### src/rtl/regfile_wb_sched.sv
// Shares the regfile write port among writeback sources, registers the winning write and tracks outstanding long-latency writes.
// Optional starvation guard: define REGFILE_WB_SCHED_STARVE_GUARD_EN.
module regfile_wb_sched #(
    parameter int width_p           = 32,
    parameter int els_p             = 32,
    parameter int num_req_p         = 3,
    parameter int num_rs_p          = 2,
    parameter int x0_tied_to_zero_p = 1,
    parameter int max_wait_p        = 16,
    localparam int addr_width_lp    = (els_p > 1) ? $clog2(els_p) : 1
) (
    input  logic                                     clk_i,
    input  logic                                     reset_n_i,
    input  logic [num_req_p-1:0]                     req_v_i,
    input  logic [num_req_p-1:0][addr_width_lp-1:0]  req_addr_i,
    input  logic [num_req_p-1:0][width_p-1:0]        req_data_i,
    output logic [num_req_p-1:0]                     req_yumi_o,
    output logic                                     w_v_o,
    output logic [addr_width_lp-1:0]                 w_addr_o,
    output logic [width_p-1:0]                       w_data_o,
    input  logic                                     sb_set_v_i,
    input  logic [addr_width_lp-1:0]                 sb_set_addr_i,
    input  logic [num_rs_p-1:0][addr_width_lp-1:0]   sb_check_addr_i,
    output logic [num_rs_p-1:0]                      sb_pending_o,
    output logic                                     stall_o
);
    localparam int ptr_w_lp = $clog2(num_req_p);

    logic [ptr_w_lp-1:0]      rr_ptr_q, rr_ptr_d;
    logic                     w_v_q, w_v_d;
    logic [addr_width_lp-1:0] w_addr_q, w_addr_d;
    logic [width_p-1:0]       w_data_q, w_data_d;
    logic [els_p-1:0]         sb_q, sb_d;

    logic                     hi_found;
    logic [ptr_w_lp-1:0]      hi_win;
    logic                     win_v;
    logic [ptr_w_lp-1:0]      win_idx;
    logic [addr_width_lp-1:0] win_addr;
    logic [width_p-1:0]       win_data;
    logic                     override;
    logic                     wr_drop;
    logic                     set_ok;

    // Round-robin search over the long-latency requesters only, starting at the pointer.
    always_comb begin
        int idx;
        hi_found = 1'b0;
        hi_win   = '0;
        for (int k = 0; k < num_req_p - 1; k++) begin
            idx = int'(rr_ptr_q) + k;
            if (idx >= num_req_p) idx = idx - (num_req_p - 1);
            if (!hi_found && req_v_i[idx]) begin
                hi_found = 1'b1;
                hi_win   = ptr_w_lp'(idx);
            end
        end
    end

`ifdef REGFILE_WB_SCHED_STARVE_GUARD_EN
    localparam int cnt_w_lp = $clog2(max_wait_p + 1);
    logic [num_req_p-1:1][cnt_w_lp-1:0] wait_q, wait_d;
    logic starve;

    always_comb begin
        starve = 1'b0;
        for (int i = 1; i < num_req_p; i++) begin
            if (int'(wait_q[i]) >= max_wait_p) starve = 1'b1;
        end
        wait_d = wait_q;
        for (int i = 1; i < num_req_p; i++) begin
            if (win_v && int'(win_idx) == i)
                wait_d[i] = '0;
            else if (req_v_i[i] && int'(wait_q[i]) < max_wait_p)
                wait_d[i] = wait_q[i] + cnt_w_lp'(1);
        end
    end

    always_ff @(posedge clk_i or negedge reset_n_i) begin
        if (!reset_n_i) wait_q <= '0;
        else            wait_q <= wait_d;
    end

    assign override = starve & hi_found;
    assign stall_o  = override & req_v_i[0];
`else
    assign override = 1'b0;
    assign stall_o  = 1'b0;
`endif

    always_comb begin
        win_v   = 1'b0;
        win_idx = '0;
        if (req_v_i[0] && !override) begin
            win_v = 1'b1;
        end else if (hi_found) begin
            win_v   = 1'b1;
            win_idx = hi_win;
        end
        req_yumi_o = '0;
        if (win_v) req_yumi_o[win_idx] = 1'b1;
    end

    assign win_addr = req_addr_i[win_idx];
    assign win_data = req_data_i[win_idx];
    assign wr_drop  = (x0_tied_to_zero_p != 0) && (win_addr == '0);
    assign set_ok   = sb_set_v_i && !((x0_tied_to_zero_p != 0) && (sb_set_addr_i == '0));

    always_comb begin
        rr_ptr_d = rr_ptr_q;
        if (win_v && win_idx != '0) begin
            if (int'(win_idx) == num_req_p - 1) rr_ptr_d = ptr_w_lp'(1);
            else                                rr_ptr_d = win_idx + ptr_w_lp'(1);
        end

        w_v_d    = win_v & ~wr_drop;
        w_addr_d = w_v_d ? win_addr : w_addr_q;
        w_data_d = w_v_d ? win_data : w_data_q;

        // Clear first so a same-cycle set of the same register wins.
        sb_d = sb_q;
        if (win_v && win_idx != '0) sb_d[win_addr] = 1'b0;
        if (set_ok)                 sb_d[sb_set_addr_i] = 1'b1;
    end

    always_ff @(posedge clk_i or negedge reset_n_i) begin
        if (!reset_n_i) begin
            rr_ptr_q <= ptr_w_lp'(1);
            w_v_q    <= 1'b0;
            w_addr_q <= '0;
            w_data_q <= '0;
            sb_q     <= '0;
        end else begin
            rr_ptr_q <= rr_ptr_d;
            w_v_q    <= w_v_d;
            w_addr_q <= w_addr_d;
            w_data_q <= w_data_d;
            sb_q     <= sb_d;
        end
    end

    always_comb begin
        for (int i = 0; i < num_rs_p; i++) sb_pending_o[i] = sb_q[sb_check_addr_i[i]];
    end

    assign w_v_o    = w_v_q;
    assign w_addr_o = w_addr_q;
    assign w_data_o = w_data_q;

endmodule

### config.mk
export PLATFORM = sky130hd
export DESIGN_NAME = regfile_wb_sched
export DESIGN_NICKNAME = d
export VERILOG_FILES = /design/src/rtl/regfile_wb_sched.sv
export SDC_FILE = /design/constraint.sdc
export NUM_CORES = 1
export LEC_CHECK = 0
export ABC_AREA = 1
export BUFFER_PORTS_ARGS = -buffer_cell sky130_fd_sc_hd__clkbuf_2
export CORE_ASPECT_RATIO = 1.75
export CORE_MARGIN = 3
export CORE_UTILIZATION = 30
export DETAILED_ROUTE_END_ITERATION = 10
export MAX_ROUTING_LAYER = met4
export PLACE_DENSITY = 0.64
export SETUP_SLACK_MARGIN = 0.4
export SLEW_MARGIN = 25
export SYNTH_ARGS = -nofsm -noshare
export SYNTH_HDL_FRONTEND = slang
export SYNTH_SLANG_ARGS = --single-unit
### constraint.sdc
create_clock -name clk_i -period 2.7 [get_ports clk_i]
set_clock_uncertainty 0.05 [all_clocks]
set_input_delay 0.54 -clock clk_i [delete_from_list [all_inputs] [get_ports clk_i]]
set_output_delay 0.54 -clock clk_i [all_outputs]
set_load 0.01 [all_outputs]
# Yosys cells after proc, flatten, opt, wreduce, memory -nomap -nowiden
# Cells that the tools add are included.
word_totals:
  ff_bits: 72
  latchBits: 0
  ram_bits: 0
  romBits: 0
  in_bits: 132
  out_inout_bits: 44
  word_cells: 72
  n_memories: 0
classes:
  n_addsub: 4
  n_mul: 0
  div_mod_pow: 0
  n_lt_le_gt_ge: 12
  eq_ne: 1
  shifts: 0
  muxes: 34
  n_bitwise: 5
  n_reduce_logical: 11
op_table:
  columns: ["cell", "count"]
  rows:
  - ["$mux 32", 5]
  - ["$bmux 32 s2", 1]
  - ["$lt 32x4->1 const B", 2]
  - ["$and 32x32->32", 1]
  - ["$not 32->32", 1]
  - ["$or 32x32->32", 1]
  - ["$lt 5x6->1 const B", 4]
  - ["$mux 1", 13]
  - ["$bmux 1 s5", 2]
  - ["$bmux 5 s2", 1]
  - ["$demux 1 s5", 2]
  - ["$ge 5x1->1 const B", 2]
  - ["$logic_not 5->1", 2]
  - ["$mux 2", 5]
  - ["$logic_and 1x1->1", 6]
  - ["$mux 5", 1]
  - ["$bmux 1 s2", 2]
  - ["$sub 3x2->4 const B", 1]
  - ["$add 2x1->3 const B", 1]
  - ["$ge 3x2->1 const B", 1]
  - ["$lt 2x3->1 const B", 1]
  - ["$mux 3", 1]
  - ["$sub 2x2->3 const B", 1]
  - ["$add 2x1->2 const B", 1]
  - ["8 further kinds", 9]

# Longest topological paths before layout
depth:
  ltp_word: 22
  mapped_depth: 16

# Worst setup path before layout
# Ideal clock, no wire load.
synth_path:
  kind: "input-to-output"
  start: "input sb_check_addr_i[0] (netlist bit)"
  end: "output sb_pending_o[0]"
  t_arrival_ns: 1.711
  t_required_ns: 2.110
  path_slack_ns: 0.399
  path_stages: 9
  cell_sequence: "clkbuf_1 -> inv_1 -> clkbuf_1 -> nor2_1 -> o221ai_1 -> nand3_1 -> nand2_1 -> nor2_1 -> a31oi_1"
synth_between:
  elab_chain_cells: 2
synth_rtl:
  columns: ["element", "line", "rtl"]
  rows:
  - ["from (decl)", "23", "input logic [num_rs_p-1:0][addr_width_lp-1:0] sb_check_addr_i,"]
  - ["$bmux 1 s5", "143", "for (int i = 0; i < num_rs_p; i++) sb_pending_o[i] = sb_q[sb_check_addr_i[i]];"]
  - ["$mux 1 (implied by the code)", "143", null]
  - ["to (decl)", "24", "output logic [num_rs_p-1:0] sb_pending_o,"]
# No other way between the ends. The select of a mux whose other input is x is not followed.

# Final worst setup path
layout_path:
  start: "register rr_ptr_q[0]"
  end: "output req_yumi_o[2]"
layout_between:
  elab_chain_cells: 16
layout_rtl:
  columns: ["element", "line", "rtl"]
  rows:
  - ["from (decl)", "29", "logic [ptr_w_lp-1:0] rr_ptr_q, rr_ptr_d;"]
  - ["from (signal assigned)", "128", "rr_ptr_q <= ptr_w_lp'(1);"]
  - ["from (signal assigned)", "134", "rr_ptr_q <= rr_ptr_d;"]
  - ["branches (longest 15 deep; another with $sub 3x2->4)", null, null]
  - ["$mux 3 *", "101", "if (win_v) req_yumi_o[win_idx] = 1'b1;"]
  - ["to (decl)", "17", "output logic [num_req_p-1:0] req_yumi_o,"]
# Every way passes the cells marked *. The select of a mux whose other input is x is not followed.

==> impl_metrics.toml <==
[status]
status = "finished clean"

[clock_tree]
ctsLongestPathBuffers = 2
cts_tree = "yes"
htreeDepth = 3
clk_latency_ps = 330
cts_sinks = 72
cts_inserted_buffers = 9
root_buffer = "clkbuf_16"
path_clk_slew_ps = 60

[job]
maxCapViolCount = 0

[min_path]
hold_path.class = "in2async"

[timing]
grt_setup_unrepaired = "true"
setup_viol = 0
timing.final.crit_share_pct = 86.0
drv_slew = 0
period_needed_ps = 2320
max_freq_mhz = 431
tns_ps = 0
finalHoldViolCount = 0
slew-limit-headroom_pct = 54.8
tightest_slew_ps = 679

[setup_path]
worstRegToRegCells = 14
timing.critical_path.buf_inv = 3
crit_path_end_kind = "output pin"
cp_num_cells = 8
cp.required_ps = 2110
crit_type = "reg2out"
critPathLaunchType = "flip-flop"
arrival_ps = 1730
path_delay_family = "flip-flops"
path_cells = "inv_4, nand2_4, nand3_4, nand3_4, nand2_2, nand2_4, buf_12, buf_6"
cp_max_fo = 7
slowest_delay_ps = 620
crit_path_top_delay_cell = "dfstp_2"

[synth]
yosys_warnings = 0
syn_inst = 650
synth_nets = 782
ys_seq_area_share_pct = 40.5
avgSynthCellArea_um2 = 6.84
synth-seq-cells = 72
syn_area_um2 = 4450
synth.distinct_cells = 28

[grt]
antenna_found_initial = 0
grt_max_degree = 73
grt_pass1_vias = 5187
grt-ovfl-total = 0
grt_usage_pct = 20.4
grt_first_pass_wirelength_um = 26000

[final_layout]
layout_common_cells = "nand2_1, clkbuf_2, nand3_1, dfrtp_1, nor2_1"
final_common_cell = "nand2_1"
nets = 989
syn_to_final_growth_pct = 47.9
fill_cells = 1453
final_cells = 1041
num_antenna_cells = 0
final_layout_size_suffix_gt1_share_pct = 34.4
design_area_um2 = 6580

[route]
wirelength_um = 17300
vias = 5225
routedWlPerCell_um = 16.7
drt-initial-drc-count = 250
drc = 0
vias_per_cell = 5.02
first_pass_iters = 5
ant_nets = 0

[floorplan]
dieArea_um2 = 16400
core_area_um2 = 14400
start_util_pct = 30.8
num_rows = 58
num_io_pins = 176
die_h_um = 167
die_w_um = 98.0

[power]
p_leak_nw = 3.44
powerDensity_nw_per_um2 = 950
irDropWorstVdd_uv = 357

[place]
dpl_cell_area_um2 = 5550
dpl.cell_count = 994
place.gp.congestion = 0.940
place_hpwl_um = 12000
io_buffers = 174
-- area by class of cell --
type | count | area (um2) | area share (%)
repair buffers | 225 | 1550 | 23.5
multi-input cells | 520 | 2580 | 39.3
repair inverters | 3 | 22.5 | 0.342
clock inverters | 3 | 43.8 | 0.666
flip-flops and latches | 72 | 1800 | 27.4
well taps | 180 | 225 | 3.42
clock buffers | 12 | 236 | 3.60
inverters | 26 | 119 | 1.81
-- worst paths after layout --
kind / start / end / slack, ps
max: rr_ptr_q[0]$_DFFE_PN1N_ / req_yumi_o[2] / 380
min: reset_n_i / sb_q[23]$_DFF_PN0_ / 190
max reg2reg: rr_ptr_q[0]$_DFFE_PN1N_ / w_addr_o[3]$_DFFE_PN0P_ / 420
min reg2reg: w_data_o[0]$_DFFE_PN0P_ / w_data_o[0]$_DFFE_PN0P_ / 420
max in group asynchronous: reset_n_i / w_data_o[6]$_DFFE_PN0P_ / 1960
min in group clk_i: w_data_o[0]$_DFFE_PN0P_ / w_data_o[0]$_DFFE_PN0P_ / 420
-- what timing repair did --
action	CTS	global route
hold buffers	0	0
setup endpoints to repair	11	64
pin swaps	11	16
gates resized for setup	34	69
setup buffers	9	10
cloned	5	8
-- power breakdown --
group	switching [mW]	internal [mW]
Clock	0.432	0.711
Sequential	0.431	1.62
Combinational	1.75	1.30
-- per-stage QoR --
step,util (%),hold WS [ps],power [mW],setup WS [ps]
after floorplan,-,194,3.50,466
after global placement,38.4,403,4.44,149
after detailed placement,38.4,411,4.48,106
after CTS,42.1,347,5.78,349
after global routing,45.5,237,6.73,283
final,45.5,186,6.25,377
-- state kept, by name, indices dropped and copies added, names as in the netlist --
| register | count |
|---|---|
| sb_q | 32 |
| w_data_o | 32 |
| w_addr_o | 5 |
| rr_ptr_q | 2 |
| w_v_o | 1 |
-- synth_stat cells (all sizes together) --
cell	n	share of area, %
a21oi	5	0.56
a22oi	17	2.9
a31oi	2	0.28
buf	9	1.7
clkbuf	23	1.9
conb	1	0.084
dfrtp	71	40
dfstp	1	0.59
inv	26	2.2
nand2	282	25
nand3	103	12
nand4	2	0.28
nor2	44	3.9
nor2b	1	0.14
nor3	12	1.4
o21a	1	0.17
o21ai	36	4.1
o221ai	12	2.4
o22ai	2	0.28
-- worst register-to-register path, delay by kind of cell (launching register included) --
| family | cells | cell delay (ps) |
|---|---|---|
| AND/OR/NAND/NOR | 11 | 1170 |
| flip-flops | 1 | 620 |
| buffers and inverters | 3 | 390 |
-- per-layer routing --
metal	up-vias	wire length, um	GRT usage (%)	share of wire (%)
li1	2569	-	-	-
met1	2340	5830	20.2	34
met2	256	9670	37.5	56
met3	60	986	3.31	5.7
met4	0	854	10.7	4.9
met5	-	0	-	0
-- kinds of logic after synthesis --
logic type	Yosys count	share of synthesized area [%]
other	1	0.0843
DFF	72	40.5
and+or+nand+nor	444	42.9
AOI/OAI and AO/OA	75	10.6
buffers and inverters	58	5.88
Note: power is estimated with default switching activity, not from simulation.
